$ cat src/rtl/lcd_hd44780_ctrl.sv
// lcd_hd44780_ctrl
// Memory-mapped HD44780 character-LCD controller. Stores written through the
// QUEUE register are buffered as {RS, byte} entries in a small FIFO. A
// sequencer turns each entry into one timed bus transfer made of four phases:
// setup, E pulse, hold and execute-wait. The CTRL register controls panel
// power, clears the sticky overflow flag and flushes the FIFO. A status word
// lets firmware poll the controller instead of busy-waiting.

module lcd_hd44780_ctrl #(
   parameter int FIFO_DEPTH = 4,      // power of 2, >= 2
   parameter int SETUP_CYC  = 4,      // RS/DATA stable before E rises
   parameter int PULSE_CYC  = 12,     // E high time
   parameter int HOLD_CYC   = 4,      // RS/DATA held after E falls
   parameter int EXEC_CYC   = 2000,   // execute wait, normal command/data
   parameter int CLR_CYC    = 82000   // execute wait, Clear/Home
) (
   input  logic        clk_i,
   input  logic        rst_ni,
   input  logic        st_en,
   input  logic        st_addr,
   input  logic [31:0] st_data,
   output logic [31:0] status_o,
   output logic [7:0]  lcd_data_o,
   output logic        lcd_rs_o,
   output logic        lcd_rw_o,
   output logic        lcd_en_o,
   output logic        lcd_on_o,
   output logic [11:0] o_io_lcd
);

   localparam int PTR_W = $clog2(FIFO_DEPTH);
   localparam int CNT_W = PTR_W + 1;
   localparam int PH_W  = $clog2(CLR_CYC + 1);

   typedef enum logic [2:0] {
      S_IDLE,
      S_SETUP,
      S_PULSE,
      S_HOLD,
      S_WAIT
   } state_e;

   // ---------------------------------------------------------------------
   // Store decode
   // ---------------------------------------------------------------------
   logic queue_wr;
   logic ctrl_wr;
   logic flush;
   logic push;
   logic pop;
   logic full;
   logic empty;

   // Only the RS bit and the data byte of a store are meaningful.
   logic unused_st_data;
   assign unused_st_data = ^st_data[31:9];

   // ---------------------------------------------------------------------
   // Command FIFO
   // ---------------------------------------------------------------------
   logic [8:0]       fifo_mem [FIFO_DEPTH];
   logic [PTR_W-1:0] wr_ptr_q, wr_ptr_d;
   logic [PTR_W-1:0] rd_ptr_q, rd_ptr_d;
   logic [CNT_W-1:0] count_q, count_d;
   logic             ovf_q, ovf_d;
   logic             on_q, on_d;
   logic [8:0]       head;

   // ---------------------------------------------------------------------
   // Sequencer
   // ---------------------------------------------------------------------
   state_e           state_q, state_d;
   logic [PH_W-1:0]  ph_cnt_q, ph_cnt_d;
   logic             rs_q, rs_d;
   logic [7:0]       data_q, data_d;
   logic             is_long_cmd;
   logic             busy;

   assign queue_wr = st_en & ~st_addr;
   assign ctrl_wr  = st_en & st_addr;
   assign flush    = ctrl_wr & st_data[2];

   // full is taken from the registered count, so a pop in the same cycle
   // never makes room for a push that arrives while the FIFO is full.
   assign full  = (count_q == CNT_W'(FIFO_DEPTH));
   assign empty = (count_q == '0);
   assign push  = queue_wr & ~full;

   // A flush in the same cycle suppresses the pop, so a flushed entry is
   // never started.
   assign pop   = (state_q == S_IDLE) & ~empty & ~flush;

   assign head  = fifo_mem[rd_ptr_q];

   // Clear (0x01) and Home (0x02) need the long execute time.
   assign is_long_cmd = ~rs_q & ((data_q == 8'h01) | (data_q == 8'h02));

   // Entry storage: write the pushed {RS, byte} at the write pointer.
   // NOTE: the storage array has no reset; count gates every read, so stale
   // contents are never observed and the array can map onto plain flops/RAM.
   always_ff @(posedge clk_i) begin
      if (push) begin
         fifo_mem[wr_ptr_q] <= {st_data[8], st_data[7:0]};
      end
   end

   // FIFO bookkeeping and CTRL register next-state.
   // NOTE: every variable gets a default at the top of a combinational block,
   // otherwise paths that skip an assignment would infer latches.
   always_comb begin
      wr_ptr_d = wr_ptr_q;
      rd_ptr_d = rd_ptr_q;
      count_d  = count_q;
      ovf_d    = ovf_q;
      on_d     = on_q;

      if (flush) begin
         // Discard queued entries; the transfer in flight is untouched.
         rd_ptr_d = wr_ptr_q;
         count_d  = '0;
      end else begin
         if (push) begin
            wr_ptr_d = wr_ptr_q + 1'b1;
         end
         if (pop) begin
            rd_ptr_d = rd_ptr_q + 1'b1;
         end
         case ({push, pop})
            2'b10:   count_d = count_q + 1'b1;
            2'b01:   count_d = count_q - 1'b1;
            default: count_d = count_q;
         endcase
      end

      if (queue_wr && full) begin
         ovf_d = 1'b1;
      end
      if (ctrl_wr) begin
         on_d = st_data[0];
         if (st_data[1]) begin
            ovf_d = 1'b0;
         end
      end
   end

   // FIFO and CTRL state registers.
   // NOTE: sequential state is always assigned with non-blocking <= so every
   // flop samples the values from before the clock edge.
   always_ff @(posedge clk_i or negedge rst_ni) begin
      if (!rst_ni) begin
         wr_ptr_q <= '0;
         rd_ptr_q <= '0;
         count_q  <= '0;
         ovf_q    <= 1'b0;
         on_q     <= 1'b0;
      end else begin
         wr_ptr_q <= wr_ptr_d;
         rd_ptr_q <= rd_ptr_d;
         count_q  <= count_d;
         ovf_q    <= ovf_d;
         on_q     <= on_d;
      end
   end

   // Sequencer state register: phase, phase counter and latched entry.
   always_ff @(posedge clk_i or negedge rst_ni) begin
      if (!rst_ni) begin
         state_q  <= S_IDLE;
         ph_cnt_q <= '0;
         rs_q     <= 1'b0;
         data_q   <= 8'h00;
      end else begin
         state_q  <= state_d;
         ph_cnt_q <= ph_cnt_d;
         rs_q     <= rs_d;
         data_q   <= data_d;
      end
   end

   // Sequencer next-state: each phase loads N-1 on entry and advances at 0.
   always_comb begin
      state_d  = state_q;
      ph_cnt_d = ph_cnt_q;
      rs_d     = rs_q;
      data_d   = data_q;

      unique case (state_q)
         S_IDLE: begin
            if (pop) begin
               state_d  = S_SETUP;
               ph_cnt_d = PH_W'(SETUP_CYC - 1);
               rs_d     = head[8];
               data_d   = head[7:0];
            end
         end
         S_SETUP: begin
            if (ph_cnt_q == '0) begin
               state_d  = S_PULSE;
               ph_cnt_d = PH_W'(PULSE_CYC - 1);
            end else begin
               ph_cnt_d = ph_cnt_q - 1'b1;
            end
         end
         S_PULSE: begin
            if (ph_cnt_q == '0) begin
               state_d  = S_HOLD;
               ph_cnt_d = PH_W'(HOLD_CYC - 1);
            end else begin
               ph_cnt_d = ph_cnt_q - 1'b1;
            end
         end
         S_HOLD: begin
            if (ph_cnt_q == '0) begin
               state_d  = S_WAIT;
               ph_cnt_d = is_long_cmd ? PH_W'(CLR_CYC - 1) : PH_W'(EXEC_CYC - 1);
            end else begin
               ph_cnt_d = ph_cnt_q - 1'b1;
            end
         end
         S_WAIT: begin
            if (ph_cnt_q == '0) begin
               state_d = S_IDLE;
            end else begin
               ph_cnt_d = ph_cnt_q - 1'b1;
            end
         end
         default: begin
            state_d  = S_IDLE;
            ph_cnt_d = '0;
         end
      endcase
   end

   // Outputs: E is decoded straight from the state register, so a reset
   // drops it in the same cycle; the rest comes from registers.
   always_comb begin
      busy       = (state_q != S_IDLE) | ~empty;
      lcd_en_o   = (state_q == S_PULSE);
      lcd_rs_o   = rs_q;
      lcd_data_o = data_q;
      lcd_rw_o   = 1'b0;
      lcd_on_o   = on_q;
      o_io_lcd   = {on_q, lcd_en_o, 1'b0, rs_q, data_q};
      status_o   = {16'h0000, 8'(count_q), 4'h0, ovf_q, full, busy, on_q};
   end

endmodule

$ cat config.mk
export PLATFORM = sky130hd
export DESIGN_NAME = lcd_hd44780_ctrl
export DESIGN_NICKNAME = d
export VERILOG_FILES = /design/src/rtl/lcd_hd44780_ctrl.sv
export SDC_FILE = /design/constraint.sdc
export NUM_CORES = 1
export LEC_CHECK = 0
export BUFFER_PORTS_ARGS = -buffer_cell sky130_fd_sc_hd__buf_4
export CORE_MARGIN = 2
export CORE_UTILIZATION = 45
export CTS_BUF_LIST = sky130_fd_sc_hd__clkbuf_8
export DETAILED_ROUTE_END_ITERATION = 8
export GPL_ROUTABILITY_DRIVEN = 0
export HOLD_SLACK_MARGIN = 0.08
export PLACE_DENSITY = 0.79
export RECOVER_POWER = 25
export SYNTH_ARGS = -nofsm -noshare
export SYNTH_HDL_FRONTEND = slang
export SYNTH_SLANG_ARGS = --single-unit
$ cat constraint.sdc
create_clock -name clk_i -period 5.65 [get_ports clk_i]
set_input_delay 0.2825 -clock clk_i [delete_from_list [all_inputs] [get_ports clk_i]]
set_output_delay 0.2825 -clock clk_i [all_outputs]
set_load 0.005 [all_outputs]
==> impl_metrics.ini <==
[setup_path]
cp_max_fo = 11
critical_path_class = reg2reg
cpMostUsedCell = nor2_1
cp.required_ns = 5.87
cp-end-kind = register
path_cells = nor3_1 -> nor2_1 -> nand2_1 -> nor2_1 -> fa_1 -> a2111oi_0 -> o21bai_1 -> xnor2_1 -> nor2_1
slowest_stage = nor3_1
r2r_start = count_q[0]$_DFFE_PN0P_
r2r_end = count_q[2]$_DFFE_PN0P_
cp_top_family = simple AND/OR/NAND/NOR gates
slowest_delay_ns = 0.81
crit_path_start_kind = register
critPathArrivalTime_ns = 3.50
r2r_setup_slack_ns = 2.38
reg2reg_depth = 9
cp_num_buf_inv = 0

[grt]
antenna_found_initial = 0
grt_overflow_total = 0
track_usage_pct = 16.8
grt_pass1_vias = 2667
grt_max_degree = 39
grt_pass1_wl_mm = 13.0

[synthesis]
synth_cells = 376
ys_warn_count = 0
synth_cell_types = 52
async_flop_share_pct = 51.4
synth_most_common_cell = nand2_1
avgSynthCellArea_sq_um = 10.7
synth-main-ff-cell = dfrtp_1
yosys.area.top_type = edfxtp_1
synthTopCellsByArea = edfxtp_1 (27%), dfrtp_1 (24%), buf_4 (7.8%)
synth.top_cell.area_share_pct = 26.9
synth-edff-count = 36
synth_commonest_cells = nand2_1 (50), buf_4 (42), dfrtp_1 (38)
syn_area_sq_mm = 0.00402
synth_seq_cells = 74
seq_area_frac_synth_pct = 50.6

[timing]
period_needed_ns = 3.27
rsz0062_at_grt = no
max-slew-margin-rel_pct = -40.7
finalSetupViolCount = 0
fin_crit_sh_pct = 57.9
fin_skew_ns = 0.0112
hold_viol = 0
setup-tns-final_ns = 0
fmax_mhz = 306
worstMarginPinSlew_ns = 2.11
drv_slew = 39

[clocking]
ctsResizeCount = 0
clk_path_buf_depth = 2
htree_levels = 3
cts.sink_count = 74
worstSkewPairLatency_ns = 0.35
cts_setup_buffers = 0
clkSlewWorstSetupHoldPaths_ns = 0.09
numCtsBuffers = 9
cts_tree = built
cts_root_buffer = clkbuf_8

[power]
p_per_area_mw_per_mm2 = 472
peakVddDrop_v = 0.000283
fin_total_pwr_mw = 2.04
power.leakage_nw = 1.76

[drt]
first_pass_iters = 4
wl_met2_mm = 3.88
route.detailed.drc = 0
wl_per_cell_um = 15.9
routed_wl_mm = 8.03
route.met3.wl_um = 495
drt-met1-wl_mm = 3.48
top_layer_used = met4
ant_nets = 0
drt-vias-per-instance = 5.66
initialDrtViolationCount = 159
num_vias = 2866

[floorplanning]
io_pins = 92
start_util_pct = 46.3
die_x_um = 98.5
num_rows = 34
core_sq_mm = 0.00868
die_y_um = 98.5
dieArea_sq_mm = 0.00970

[status]
status = finished with violations
violations = max-capacitance violations, max-slew violations

[final_layout]
antenna_cells = 0
area_growth_syn_to_layout_pct = 7.29
layoutNonFillerInstCount = 506
utilization_pct = 49.7
final_nets = 436
postLayoutCellArea_sq_mm = 0.00431
layout-drive-gt1-share_pct = 17.1

[placed_design]
placed_area_sq_mm = 0.00416
place_inst = 489
portBuffers = 41
hpwlAfterDp_mm = 5.45

[hold_path]
worstHoldEndpoint = ovf_q$_DFF_PN0_
hold_depth = 2
hold_class = in2reg
min-delay-start = st_addr

[flow_run]
maxCapViolCount = 1
power by group:
part	internal (mW)	total (mW)	switching, mW
Clock	0.168	0.387	0.219
Sequential	0.701	0.879	0.178
Combinational	0.366	0.770	0.404
Total	1.24	2.04	0.800
layer usage:
layer	up-vias	global-route usage (%)
li1	1334	-
met1	1385	21.5
met2	132	27.6
met3	15	2.84
met4	0	8.54
met5	-	0
registers in the layout (all words and copies together) (netlist names):
| register | flops |
|---|---|
| state_q | 3 |
| ovf_q | 1 |
| lcd_on_o | 1 |
| lcd_data_o | 8 |
| fifo_mem | 36 |
| wr_ptr_q | 2 |
| rd_ptr_q | 2 |
| lcd_rs_o | 1 |
| count_q | 3 |
| ph_cnt_q | 17 |
layout by cell type (no fill, tap or decap), types with 6 or more instances in the layout:
master | synthesis | final
a21oi_1 | 9 | 9
a31oi_1 | 6 | 6
and3_1 | 6 | 6
buf_4 | 42 | 33
clkbuf_1 | 13 | 10
clkbuf_8 | 0 | 9
conb_1 | 1 | 27
dfrtp_1 | 38 | 38
edfxtp_1 | 36 | 36
ha_1 | 6 | 6
inv_1 | 9 | 9
mux4_2 | 9 | 9
nand2_1 | 50 | 50
nand3_1 | 8 | 8
nor2_1 | 16 | 16
nor3_1 | 18 | 18
o21ai_0 | 24 | 24
kinds of logic (layout without fill, tap and decap cells):
kind of cell	Yosys count	in the layout	share of synthesized area [%]
and+or+nand+nor	127	127	15.7
AOI/OAI and AO/OA	74	74	12.4
DFF	74	74	50.6
buffers and inverters	73	69	11.4
muxes	11	11	5.60
xor gates and xnor gates	9	9	1.96
adders and majority gates	7	7	2.37
other	1	27	0.0933
layout make-up:
cell class / count / area (sq um)
Fill cell: 767 / 4370
Clock inverter: 7 / 58.8
Clock buffer: 9 / 124
Inverter: 9 / 33.8
Sequential cell: 74 / 2030
Multi-Input combinational cell: 255 / 1630
Timing Repair Buffer: 44 / 295
Tap cell: 108 / 135
worst max path at each step:
stage | start | end | slack, ns | cells past startpoint
final | count_q[0]$_DFFE_PN0P_ | count_q[2]$_DFFE_PN0P_ | 2.38 | 9
after global routing | count_q[0]$_DFFE_PN0P_ | count_q[2]$_DFFE_PN0P_ | 2.06 | 9
after CTS | count_q[0]$_DFFE_PN0P_ | count_q[2]$_DFFE_PN0P_ | 2.39 | 9
after detailed placement | count_q[0]$_DFFE_PN0P_ | count_q[2]$_DFFE_PN0P_ | 2.43 | 9
after global placement | count_q[0]$_DFFE_PN0P_ | count_q[2]$_DFFE_PN0P_ | 2.60 | 9
after floorplan | count_q[0]$_DFFE_PN0P_ | count_q[2]$_DFFE_PN0P_ | 2.90 | 10
through the flow:
stage	hold slack, ns	worst slack (ns)
floorplan	-0.0131	2.90
global placement	0.288	2.60
detailed placement	0.290	2.43
CTS	0.118	2.39
global route	0.169	2.06
finish	0.146	2.38
repair_timing:
| item | CTS | global route |
|---|---|---|
| endpoints found under the setup margin | 0 | 0 |
| endpoints found under the hold margin | 38 | 0 |
| hold buffers | 1 | 0 |
Power figures use the tool's default switching activity.
